--- src/rtl/i2c_pkg.sv ---
// Shared types and constants for the two-requester I2C master arbiter.
package i2c_pkg;

  localparam int NREQ      = 2;
  localparam int LEN_W_DEF = 4;

  typedef logic [$clog2(NREQ)-1:0] req_idx_t;

  typedef enum logic [2:0] {
    S_IDLE,
    S_LOAD,
    S_START,
    S_XFER,
    S_STOP,
    S_DONE
  } state_t;

endpackage

--- src/rtl/i2c_rr_arb.sv ---
// Two-way round-robin grant: a lone request wins outright, a tie goes to the
// requester that was not served last.
module i2c_rr_arb
  import i2c_pkg::*;
(
  input  logic [NREQ-1:0] req,
  input  req_idx_t        last,
  output logic [NREQ-1:0] grant
);

  // One-hot grant decode
  always_comb begin
    grant = '0;
    case (req)
      2'b01:   grant = 2'b01;
      2'b10:   grant = 2'b10;
      2'b11:   grant = (last == req_idx_t'(1)) ? 2'b01 : 2'b10;
      default: grant = '0;
    endcase
  end

endmodule

--- src/rtl/i2c_arbiter.sv ---
// Arbitrates two requesters onto one byte-level I2C master and sequences
// start / byte transfers / stop for the granted requester.
// Optional feature: define I2C_ARB_TIMEOUT_EN to add a per-byte watchdog that
// aborts a stalled transfer (nack + done) after TIMEOUT cycles.
//
// state | meaning
// IDLE  | waiting for master idle and a request
// LOAD  | grant held, transaction fields latched, first write byte consumed
// START | m_start pulse
// XFER  | counting bytes on m_byte_done, abort on m_nack
// STOP  | m_stop held until the master reports idle
// DONE  | done (and nack on abort) pulse, grant released at exit
module i2c_arbiter
  import i2c_pkg::*;
#(
  parameter int LEN_W   = LEN_W_DEF,
  parameter int TIMEOUT = 1023
) (
  input  logic             clk,
  input  logic             reset,
  input  logic [1:0]       req,
  input  logic [1:0]       rd_wr,
  input  logic [6:0]       addr0,
  input  logic [6:0]       addr1,
  input  logic [LEN_W-1:0] len0,
  input  logic [LEN_W-1:0] len1,
  input  logic [7:0]       wdata0,
  input  logic [7:0]       wdata1,
  output logic [1:0]       gnt,
  output logic [1:0]       wdata_ack,
  output logic [7:0]       rdata,
  output logic [1:0]       rdata_valid,
  output logic [1:0]       done,
  output logic [1:0]       nack,
  output logic             m_start,
  output logic             m_stop,
  output logic             m_rd_wr,
  output logic [6:0]       m_address,
  output logic [7:0]       m_din,
  input  logic [7:0]       m_dout,
  input  logic             m_byte_done,
  input  logic             m_nack,
  input  logic             m_idle
);

  state_t           state_q, state_d;
  logic [1:0]       gnt_q;
  req_idx_t         idx_q;
  req_idx_t         last_q;
  logic [LEN_W-1:0] rem_q;
  logic [6:0]       m_addr_q;
  logic             m_rw_q;
  logic [7:0]       m_din_q;
  logic [7:0]       rdata_q;
  logic [1:0]       wack_q;
  logic [1:0]       rvalid_q;
  logic             abort_q;

  logic [1:0]       arb_gnt;
  req_idx_t         arb_idx;
  logic [6:0]       addr_sel;
  logic [LEN_W-1:0] len_sel;
  logic [7:0]       wdata_new;
  logic [7:0]       wdata_cur;
  logic             byte_ev;
  logic             abort_ev;
  logic             last_byte;
  logic             tmo_hit;

  i2c_rr_arb u_arb (
    .req   (req),
    .last  (last_q),
    .grant (arb_gnt)
  );

  assign arb_idx   = req_idx_t'(arb_gnt[1]);
  assign addr_sel  = arb_idx[0] ? addr1 : addr0;
  assign len_sel   = arb_idx[0] ? len1 : len0;
  assign wdata_new = arb_idx[0] ? wdata1 : wdata0;
  assign wdata_cur = idx_q[0] ? wdata1 : wdata0;

  // A nack in the same cycle as a byte completion wins: the byte is dropped.
  assign abort_ev  = (state_q == S_XFER) && (m_nack || tmo_hit);
  assign byte_ev   = (state_q == S_XFER) && m_byte_done && !abort_ev;
  assign last_byte = byte_ev && (rem_q == LEN_W'(1));

`ifdef I2C_ARB_TIMEOUT_EN
  localparam int TW = $clog2(TIMEOUT + 1);
  logic [TW-1:0] tmo_q;

  // Per-byte watchdog: reloads on START and every byte, counts down in XFER
  always_ff @(posedge clk) begin
    if (reset) begin
      tmo_q <= TW'(TIMEOUT);
    end else if (state_q == S_START || (state_q == S_XFER && m_byte_done)) begin
      tmo_q <= TW'(TIMEOUT);
    end else if (state_q == S_XFER && tmo_q != '0) begin
      tmo_q <= tmo_q - TW'(1);
    end
  end

  assign tmo_hit = (state_q == S_XFER) && (tmo_q == '0);
`else
  assign tmo_hit = 1'b0;
`endif

  // State register
  always_ff @(posedge clk) begin
    if (reset) begin
      state_q <= S_IDLE;
    end else begin
      state_q <= state_d;
    end
  end

  // Next-state logic
  always_comb begin
    state_d = state_q;
    case (state_q)
      S_IDLE:  if (m_idle && (req != 2'b00)) state_d = S_LOAD;
      S_LOAD:  state_d = S_START;
      S_START: state_d = S_XFER;
      S_XFER:  if (abort_ev || last_byte) state_d = S_STOP;
      S_STOP:  if (m_idle) state_d = S_DONE;
      S_DONE:  state_d = S_IDLE;
      default: state_d = S_IDLE;
    endcase
  end

  // Transaction datapath: grant, latched fields, byte counting, data pulses
  always_ff @(posedge clk) begin
    if (reset) begin
      gnt_q    <= '0;
      idx_q    <= '0;
      last_q   <= req_idx_t'(1);
      rem_q    <= '0;
      m_addr_q <= '0;
      m_rw_q   <= 1'b0;
      m_din_q  <= '0;
      rdata_q  <= '0;
      wack_q   <= '0;
      rvalid_q <= '0;
      abort_q  <= 1'b0;
    end else begin
      wack_q   <= '0;
      rvalid_q <= '0;
      case (state_q)
        S_IDLE: begin
          if (state_d == S_LOAD) begin
            gnt_q    <= arb_gnt;
            idx_q    <= arb_idx;
            last_q   <= arb_idx;
            m_rw_q   <= rd_wr[arb_idx];
            m_addr_q <= addr_sel;
            rem_q    <= (len_sel == '0) ? LEN_W'(1) : len_sel;
            abort_q  <= 1'b0;
            if (rd_wr[arb_idx]) m_din_q <= wdata_new;
          end
        end
        S_XFER: begin
          if (abort_ev) begin
            abort_q <= 1'b1;
          end else if (byte_ev) begin
            rem_q <= rem_q - LEN_W'(1);
            if (!m_rw_q) begin
              rdata_q  <= m_dout;
              rvalid_q <= gnt_q;
            end else if (rem_q > LEN_W'(1)) begin
              m_din_q <= wdata_cur;
              wack_q  <= gnt_q;
            end
          end
        end
        S_DONE: gnt_q <= '0;
        default: ;
      endcase
    end
  end

  // Output decode
  always_comb begin
    m_start     = (state_q == S_START);
    m_stop      = (state_q == S_STOP);
    done        = (state_q == S_DONE) ? gnt_q : 2'b00;
    nack        = (state_q == S_DONE && abort_q) ? gnt_q : 2'b00;
    wdata_ack   = wack_q | ((state_q == S_LOAD && m_rw_q) ? gnt_q : 2'b00);
    rdata_valid = rvalid_q;
    gnt         = gnt_q;
    rdata       = rdata_q;
    m_rd_wr     = m_rw_q;
    m_address   = m_addr_q;
    m_din       = m_din_q;
  end

endmodule

--- config.mk ---
export PLATFORM = sky130hd
export DESIGN_NAME = i2c_arbiter
export DESIGN_NICKNAME = d
export VERILOG_FILES = /design/src/rtl/i2c_pkg.sv /design/src/rtl/i2c_rr_arb.sv /design/src/rtl/i2c_arbiter.sv
export SDC_FILE = /design/constraint.sdc
export NUM_CORES = 1
export LEC_CHECK = 0
export ABC_AREA = 1
export BUFFER_PORTS_ARGS = -buffer_cell sky130_fd_sc_hd__buf_2
export CAP_MARGIN = 20
export CORE_ASPECT_RATIO = 1.4
export CORE_UTILIZATION = 40
export CTS_CLUSTER_SIZE = 12
export DETAILED_ROUTE_END_ITERATION = 7
export PLACE_DENSITY_LB_ADDON = 0.05
export SYNTH_ARGS = -nofsm -noshare
export SYNTH_HDL_FRONTEND = slang
export SYNTH_SLANG_ARGS = --single-unit
--- constraint.sdc ---
create_clock -name clk -period 2.4 [get_ports clk]
set_input_delay 0.72 -clock clk [delete_from_list [all_inputs] [get_ports clk]]
set_output_delay 0.72 -clock clk [all_outputs]
set_load 0.05 [all_outputs]
==> impl_metrics.yaml, run 1 <==
floorplanning:
  fp-row-count: 31
  die_area_um2: 5791
  ioPinCount: 91
  core_um2: 5236
  die_x_um: 64.60
  initial_core_util: 0.4191
  die_h_um: 89.64
placed_design:
  port_buffers: 90
  dpl_cell_area_um2: 2669
  globalplace.congestion: 0.8038
  dp_cells: 472
  hpwl_um: 4525
critical_path:
  endpoint_kind: "output pin"
  cp.arrival_ps: 1550
  critPathSlowestCell: "dfxtp_1"
  crit_fanout: 5
  startpoint: "state_q[0]$_SDFF_PP0_"
  r2r-start: "rem_q[0]$_SDFFE_PP0P_"
  crit_chain: "inv_2 -> nor2_1 -> nand2_1 -> nor3_2 -> clkbuf_4"
  worstSetupStartpointType: "flop"
  rrSetupSlack_ps: 600
  path_class: "flop to output pin"
  cp.required_ps: 1680
  max_stage_delay_ps: 420
routing:
  antenna_left: 0
  first_pass_iters: 4
  drc: 0
  avgViaCountPerCell: 4.910
  drt_iter0_markers: 180
  vias: 2357
  routed_wl_um: 5864
  wl_per_cell_um: 12.22
finish:
  nFillCells: 567
  finalInstanceArea_um2: 2784
  drive_gt1_frac: 0.2971
  diodes: 0
  nets: 470
  syn2layout_area_growth_pct: 26.85
  postLayoutCoreUtil: 0.5317
  fin_cells: 480
sta:
  fin_crit_sh: 0.9470
  max_slew_margin: 0.5836
  max_freq_ghz: 0.4400
  worst_pin_slew_ps: 623.9
  finalClockSkew_ps: 5.899
  finalMaxSlewViolations: 0
  hold_viol_final: 0
  fin_crit_ps: 2273
  finalSetupViolations: 0
power_and_ir_drop:
  internal-power_w: 0.001281
  power_density_nw_per_um2: 768.6
  p_sw_w: 0.0008588
  leakage_nw: 1.386
  combPwrFrac: 0.371
  ir_drop_mv: 0.3301
  clockPowerShare: 0.253
  power_w: 0.002140
  swShare: 0.4014
  p_seq_frac: 0.376
logic_synthesis:
  ys_ff_latch: 40
  syn-cell-area_um2: 2195
  yosys_warnings: 0
  synth_fp_nets: 384
  synth_cell_types: 27
  ys_seq_area_frac: 0.3649
  syn_area_per_cell_um2: 6.711
  syn_inst: 327
min_path:
  min_from: "rdata[1]$_SDFFE_PP0P_"
  hold_path_class: "flop to flop"
global_route:
  grt_max_degree: 21
  grt_first_pass_wirelength_um: 9853
  grt_pass1_vias: 2220
  globalRouteTotalUtil: 0.2206
  antenna_found_initial: 0
  overflow: 0
run:
  drv_cap: 0
clocking:
  cts_setup_buffers: 0
  cts_buffers: 5
  clkLatencyLatePin_ps: 290
  cts_tree: "built"
  root_buffer: "clkbuf_8"
  h-tree-depth: 2
  clkSinkCount: 40
  clk_path_buf_depth: 2
  clk_pin_slew_worst_paths_ps: 80
status:
  status: "finished, final reports clean"
## through the flow
stage          setup WS, ps  hold WS (ps)  setup TNS, ps
2_1_floorplan         77.22         450.5              0
3_3_place_gp          329.6         445.3              0
3_5_place_dp          281.4         454.2              0
4_1_cts               92.86         468.0              0
5_1_grt              -10.42         483.2         -10.42
6_report              127.2         464.7              0
## repair_timing
action,CTS,global route
setup endpoints to repair,0,3
resized for setup,0,3
hold buffers,0,0
## metal layers
| layer | vias to the layer above | share of wire | GRT usage |
|---|---|---|---|
| met5 | - | 0 | 0 |
| met4 | 0 | 0.013 | 0.06869 |
| met3 | 8 | 0.045 | 0.04293 |
| met2 | 63 | 0.51 | 0.4067 |
| met1 | 1040 | 0.43 | 0.2562 |
| li1 | 1246 | - | - |
## state kept, by name (all words and copies together) (netlist names)
| name | cells |
|---|---|
| m_din | 8 |
| rdata | 8 |
| m_address | 7 |
| rem_q | 4 |
| state_q | 3 |
| gnt | 2 |
| rdata_valid | 2 |
| wack_q | 2 |
| abort_q | 1 |
| idx_q | 1 |
| last_q | 1 |
| m_rd_wr | 1 |
## cell usage after synthesis
library cell | number | area, um2
a211oi_1 | 1 | 7.510
a21oi_1 | 21 | 105.1
a31oi_1 | 9 | 56.30
buf_1 | 1 | 3.750
buf_2 | 4 | 20.02
buf_4 | 1 | 7.510
buf_6 | 4 | 45.04
clkbuf_1 | 4 | 15.01
clkinv_1 | 1 | 3.750
dfxtp_1 | 40 | 800.8
ha_1 | 2 | 25.02
inv_1 | 30 | 112.6
inv_2 | 6 | 22.52
nand2_1 | 77 | 289.0
nand2_2 | 6 | 37.54
nand3_1 | 28 | 140.1
nand3_2 | 3 | 30.03
nand4_1 | 3 | 18.77
nor2_1 | 31 | 116.4
nor2_2 | 1 | 6.260
nor2_4 | 5 | 56.30
nor3_1 | 5 | 25.02
o211ai_1 | 7 | 52.55
o21ai_0 | 32 | 160.2
o21ai_1 | 1 | 5.000
o21bai_1 | 2 | 15.01
xor2_1 | 2 | 17.52
## power groups by stage
stage | Sequential [W] | Combinational (W) | Clock [W]
3_5_place_dp | 0.000821 | 0.000796 | 0
2_1_floorplan | 0.00102 | 0.000409 | 0
4_1_cts | 0.000806 | 0.000799 | 0.000559
3_3_place_gp | 0.000819 | 0.000794 | 0
5_1_grt | 0.000816 | 0.000883 | 0.000587
6_report | 0.000805 | 0.000793 | 0.000541
## layout make-up
cell class                      instances  area [um2]  area share
Clock buffer                            6       72.57     0.02607
Multi-Input combinational cell        236        1174      0.4216
Sequential cell                        40       800.8      0.2876
Timing Repair Buffer                   93       480.5      0.1726
Tap cell                               66       82.58     0.02966
Clock inverter                          2       35.03     0.01258
Inverter                               37       138.9     0.04989
## kinds of logic (layout without fill, tap and decap cells)
| group | after synthesis | count (layout) | share of synthesized area |
|---|---|---|---|
| AND/OR/NAND/NOR | 159 | 159 | 0.3278 |
| AO/OA/AOI/OAI | 73 | 73 | 0.1830 |
| buffers and inverters | 51 | 138 | 0.1049 |
| flip-flops | 40 | 40 | 0.3649 |
| adder cells (fa/ha/maj) | 2 | 2 | 0.01140 |
| XOR/XNOR | 2 | 2 | 0.007983 |
## critical path, delay by kind of cell, from the launching register on
family | cells | cell delay [ps]
and+or+nand+nor | 3 | 520
DFF | 1 | 420
buffers and inverters | 2 | 330
## placed cells by master, fill, tap and decap left out, types with 5 or more instances in the layout
| cell | n |
|---|---|
| o211ai_1 | 7 |
| clkbuf_8 | 5 |
| nand2_2 | 6 |
| inv_2 | 6 |
| nand2_1 | 77 |
| buf_2 | 87 |
| o21ai_0 | 32 |
| a21oi_1 | 21 |
| dfxtp_1 | 40 |
| inv_1 | 30 |
| nor2_1 | 31 |
| nor2_4 | 5 |
| nand3_1 | 28 |
| a31oi_1 | 9 |
## final timing paths
path | to | cells after the start
worst max register to register | m_din[4]$_SDFFE_PP0P_ | 10
worst max-delay path | nack[0] | 5
worst min register to register | rdata[1]$_SDFFE_PP0P_ | 2
worst min-delay path | rdata[1]$_SDFFE_PP0P_ | 2
No activity file was read; power rests on OpenSTA's default activity.
==> run 2: changes to the inputs <==
==> constraint.sdc (replaced) <==
create_clock -name clk -period 2.4 [get_ports clk]
set_input_delay 0 -clock clk [delete_from_list [all_inputs] [get_ports clk]]
set_output_delay 0 -clock clk [all_outputs]
set_load 0.05 [all_outputs]
==> impl_metrics.yaml, run 2 (synthesis results as in run 1) <==
floorplanning:
  die_area_um2: 5791
  fp-row-count: 31
  die_h_um: 89.64
  ioPinCount: 91
  initial_core_util: 0.4191
  core_um2: 5236
  die_x_um: 64.60
sta:
  tns_ps: 0
  fin_crit_sh: 0.8070
  whs_ps: 9.565
  finalMaxSlewViolations: 0
  hold_viol_final: 0
  fin_crit_ps: 1937
  worst_pin_slew_ps: 637.5
  max_slew_margin: 0.5745
  setup_ws_ps: 463.2
  rsz0062_at_grt: "no"
  max_freq_ghz: 0.5163
  finalClockSkew_ps: 8.045
  finalSetupViolations: 0
min_path:
  hold_path_class: "input pin to flop"
routing:
  avgViaCountPerCell: 5.002
  first_pass_iters: 4
  routed_wl_um: 6194
  drc: 0
  antenna_left: 0
  wl_per_cell_um: 12.44
  vias: 2491
  drt_iter0_markers: 122
global_route:
  antenna_found_initial: 0
  grt_max_degree: 33
  grt_first_pass_wirelength_um: 9949
  grt_pass1_vias: 2242
  globalRouteTotalUtil: 0.2225
  overflow: 0
clocking:
  h-tree-depth: 2
  cts_tree: "built"
  clkLatencyLatePin_ps: 300
  cts_setup_buffers: 0
  clk_path_buf_depth: 2
  root_buffer: "clkbuf_8"
  cts_buffers: 5
  clk_pin_slew_worst_paths_ps: 80
  clkSinkCount: 40
power_and_ir_drop:
  leakage_nw: 1.478
  power_density_nw_per_um2: 749.9
  ir_drop_mv: 0.3744
placed_design:
  globalplace.congestion: 0.8166
  pre_cts_ws_ps: 628.7
  hpwl_um: 4578
  dpl_cell_area_um2: 2644
  port_buffers: 90
finish:
  finalInstanceArea_um2: 2965
  diodes: 0
  final_common_cell: "buf_2"
  syn2layout_area_growth_pct: 35.12
  drive_gt1_frac: 0.2778
  final_cell_mix: "buf_2 (90), nand2_1 (77), dfxtp_1 (40)"
  nets: 488
critical_path:
  cp.required_ps: 2630
  crit_fanout: 14
  cp.arrival_ps: 2170
  path_class: "flop to flop"
  endpoint_kind: "flop"
  worstSetupStartpointType: "flop"
status:
  status: "finished, final reports clean"
run:
  drv_cap: 0
run 2: metrics by stage:
stage	power [W]	util	instances
3_3_place_gp	0.001609	0.5049	470
3_5_place_dp	0.001615	0.5049	470
5_1_grt	0.002358	0.5663	498
6_report	0.002224	0.5663	498
2_1_floorplan	0.001431	-	327
4_1_cts	0.002241	0.5663	498
run 2: area by class of cell:
| type | count | area, um2 |
|---|---|---|
| clock buffer | 6 | 82.58 |
| clock inverter | 2 | 38.79 |
| fill | 538 | 2271 |
| inverter | 37 | 138.9 |
| multi-input combinational | 236 | 1164 |
| sequential | 40 | 800.8 |
| tap | 66 | 82.58 |
| timing repair buffer | 111 | 658.1 |
run 2: where the power goes:
group | internal, W | switching, W
Combinational | 0.000252 | 0.000579
Clock | 0.000340 | 0.000246
Sequential | 0.000749 | 0.0000575
run 2: what timing repair did:
item | 4_1_cts | 5_1_grt
hold endpoints to repair | 15 | 0
hold buffers | 20 | 0
gates resized for setup | 0 | 0
run 2: final timing paths:
| check | from | end | slack, ps | cells past startpoint |
|---|---|---|---|---|
| setup / recovery | state_q[1]$_SDFF_PP0_ | m_address[0]$_SDFFE_PP0P_ | 460 | 8 |
| hold / removal | addr1[5] | m_address[5]$_SDFFE_PP0P_ | 10 | 3 |
| setup reg to reg | state_q[1]$_SDFF_PP0_ | m_address[0]$_SDFFE_PP0P_ | 460 | 8 |
| hold reg to reg | rdata[0]$_SDFFE_PP0P_ | rdata[0]$_SDFFE_PP0P_ | 460 | 2 |
run 2: worst max-delay path, stage by stage, from the launching register on:
cell,delay (ps)
dfxtp_1,360
nor2_2,130
nand2_1,100
inv_2,90
nand2_2,130
inv_2,200
o21ai_0,110
a31oi_1,190
dlygate4sd3_1,580
run 2: metal layers:
metal	part of all wire	wire length, um	track usage
met3	0.045	277	0.05177
met1	0.41	2552	0.2385
met2	0.52	3224	0.4191
met4	0.023	140	0.08889
met5	0	0	0
==> run 3: changes to the inputs <==
==> constraint.sdc (replaced) <==
create_clock -name clk -period 1.7 [get_ports clk]
set_input_delay 0 -clock clk [delete_from_list [all_inputs] [get_ports clk]]
set_output_delay 0 -clock clk [all_outputs]
set_load 0.05 [all_outputs]
==> impl_metrics.yaml, run 3 (synthesis results as in run 1) <==
status:
  status: "finished, final reports clean"
clocking:
  cts_tree: "built"
  clk_pin_slew_worst_paths_ps: 80
  clk_path_buf_depth: 2
  clkSinkCount: 40
  h-tree-depth: 2
  root_buffer: "clkbuf_8"
  cts_buffers: 5
  clkLatencyLatePin_ps: 300
sta:
  max_slew_margin: 0.5694
  max_freq_ghz: 0.6291
  rsz0062_at_grt: "no"
  hold_viol_final: 0
  setup_ws_ps: 110.4
  finalSetupViolations: 0
  finalClockSkew_ps: 8.292
  fin_crit_sh: 0.9351
  finalMaxSlewViolations: 0
  worst_pin_slew_ps: 645.3
  fin_crit_ps: 1590
routing:
  drt_iter0_markers: 119
  avgViaCountPerCell: 5.004
  wl_met3_um: 265
  dr_wl_met2_um: 3337
  m1WireLength_um: 2618
  antenna_left: 0
  vias: 2527
  wl_per_cell_um: 12.64
  top_layer_used: "met4"
  first_pass_iters: 4
  drc: 0
  routed_wl_um: 6384
finish:
  postLayoutCoreUtil: 0.5830
  nFillCells: 558
  nets: 495
  final_cell_mix: "buf_2 (90), nand2_1 (76), dfxtp_1 (39)"
  fin_cells: 505
  syn2layout_area_growth_pct: 39.11
  diodes: 0
  multiInputGateArea_um2: 1180
  drive_gt1_frac: 0.2961
  finalInstanceArea_um2: 3053
  seqCellArea_um2: 802.0
  final_common_cell: "buf_2"
power_and_ir_drop:
  leakage_nw: 1.508
  ir_drop_mv: 0.5858
  power_w: 0.003195
  power_density_nw_per_um2: 1047
placed_design:
  port_buffers: 90
  pre_cts_ws_ps: -27.47
  dpl_cell_area_um2: 2704
  dp_cells: 475
  globalplace.congestion: 0.7863
  hpwl_um: 4561
critical_path:
  cp_top_family: "simple AND/OR/NAND/NOR gates"
  cp.required_ps: 1700
  cp.arrival_ps: 1590
  max_stage_delay_ps: 420
  endpoint_kind: "output pin"
  crit_chain: "inv_2 -> nor2_1 -> nand2_1 -> nor3_2 -> buf_2"
  worstSetupStartpointType: "flop"
  crit_fanout: 5
  path_buf_inv: 2
  critPathSlowestCell: "dfxtp_1"
  path_class: "flop to output pin"
global_route:
  overflow: 0
  grt_first_pass_wirelength_um: 10260
  grt_max_degree: 25
  grt_pass1_vias: 2337
  globalRouteTotalUtil: 0.2297
  antenna_found_initial: 0
min_path:
  hold_path_class: "input pin to flop"
floorplanning:
  core_um2: 5236
  ioPinCount: 91
  fp-row-count: 31
  die_h_um: 89.64
  die_area_um2: 5791
  die_x_um: 64.60
  initial_core_util: 0.4191
run:
  drv_cap: 0
run 3: timing repair:
item,in CTS,in global routing
resized for setup,1,3
endpoints found under the setup margin,7,7
setup buffers,0,0
pin swaps,0,1
cloned,0,0
hold buffers,22,0
hold endpoints to repair,15,0
run 3: worst reg2reg max path, delay by kind of cell (launching register included):
kind	cells	cell delay, ps
simple gates	6	550
flops	1	370
fa+ha+maj	1	220
compound gates	1	170
buf+inv	2	150
run 3: metal layers:
metal / vias to the layer above / track usage
met5: - / 0
met1: 1155 / 0.2539
met4: 0 / 0.09091
met2: 68 / 0.4344
li1: 1292 / -
met3: 12 / 0.03914
run 3: stage by stage:
stage	hold WS [ps]	TNS, ps
final	9.177	0
after global placement	272.6	0
after CTS	5.162	0
after detailed placement	278.2	-120.0
after global routing	32.98	0
after floorplan	160.2	0
run 3: final timing paths:
check,from,end,slack [ps],depth (start not counted)
hold / removal,m_idle,state_q[0]$_SDFF_PP0_,9,3
setup / recovery,state_q[0]$_SDFF_PP0_,nack[1],110,5
setup reg to reg,rem_q[1]$_SDFFE_PP0P_,m_din[2]$_SDFFE_PP0P_,140,10
hold reg to reg,rdata[5]$_SDFFE_PP0P_,rdata[5]$_SDFFE_PP0P_,460,2
run 3: area by class of cell:
| class | instances | area share |
|---|---|---|
| Multi-Input combinational cell | 236 | 0.3865 |
| Sequential cell | 40 | 0.2627 |
| Timing Repair Buffer | 118 | 0.2385 |
| Inverter | 37 | 0.04549 |
| Clock buffer | 6 | 0.02705 |
| Tap cell | 66 | 0.02705 |
| Clock inverter | 2 | 0.01270 |
run 3: power breakdown:
part           switching, W  internal [W]  leakage (nW)
logic              0.000838      0.000383          1.12
registers         0.0000780       0.00106         0.328
clock network      0.000358      0.000480        0.0614
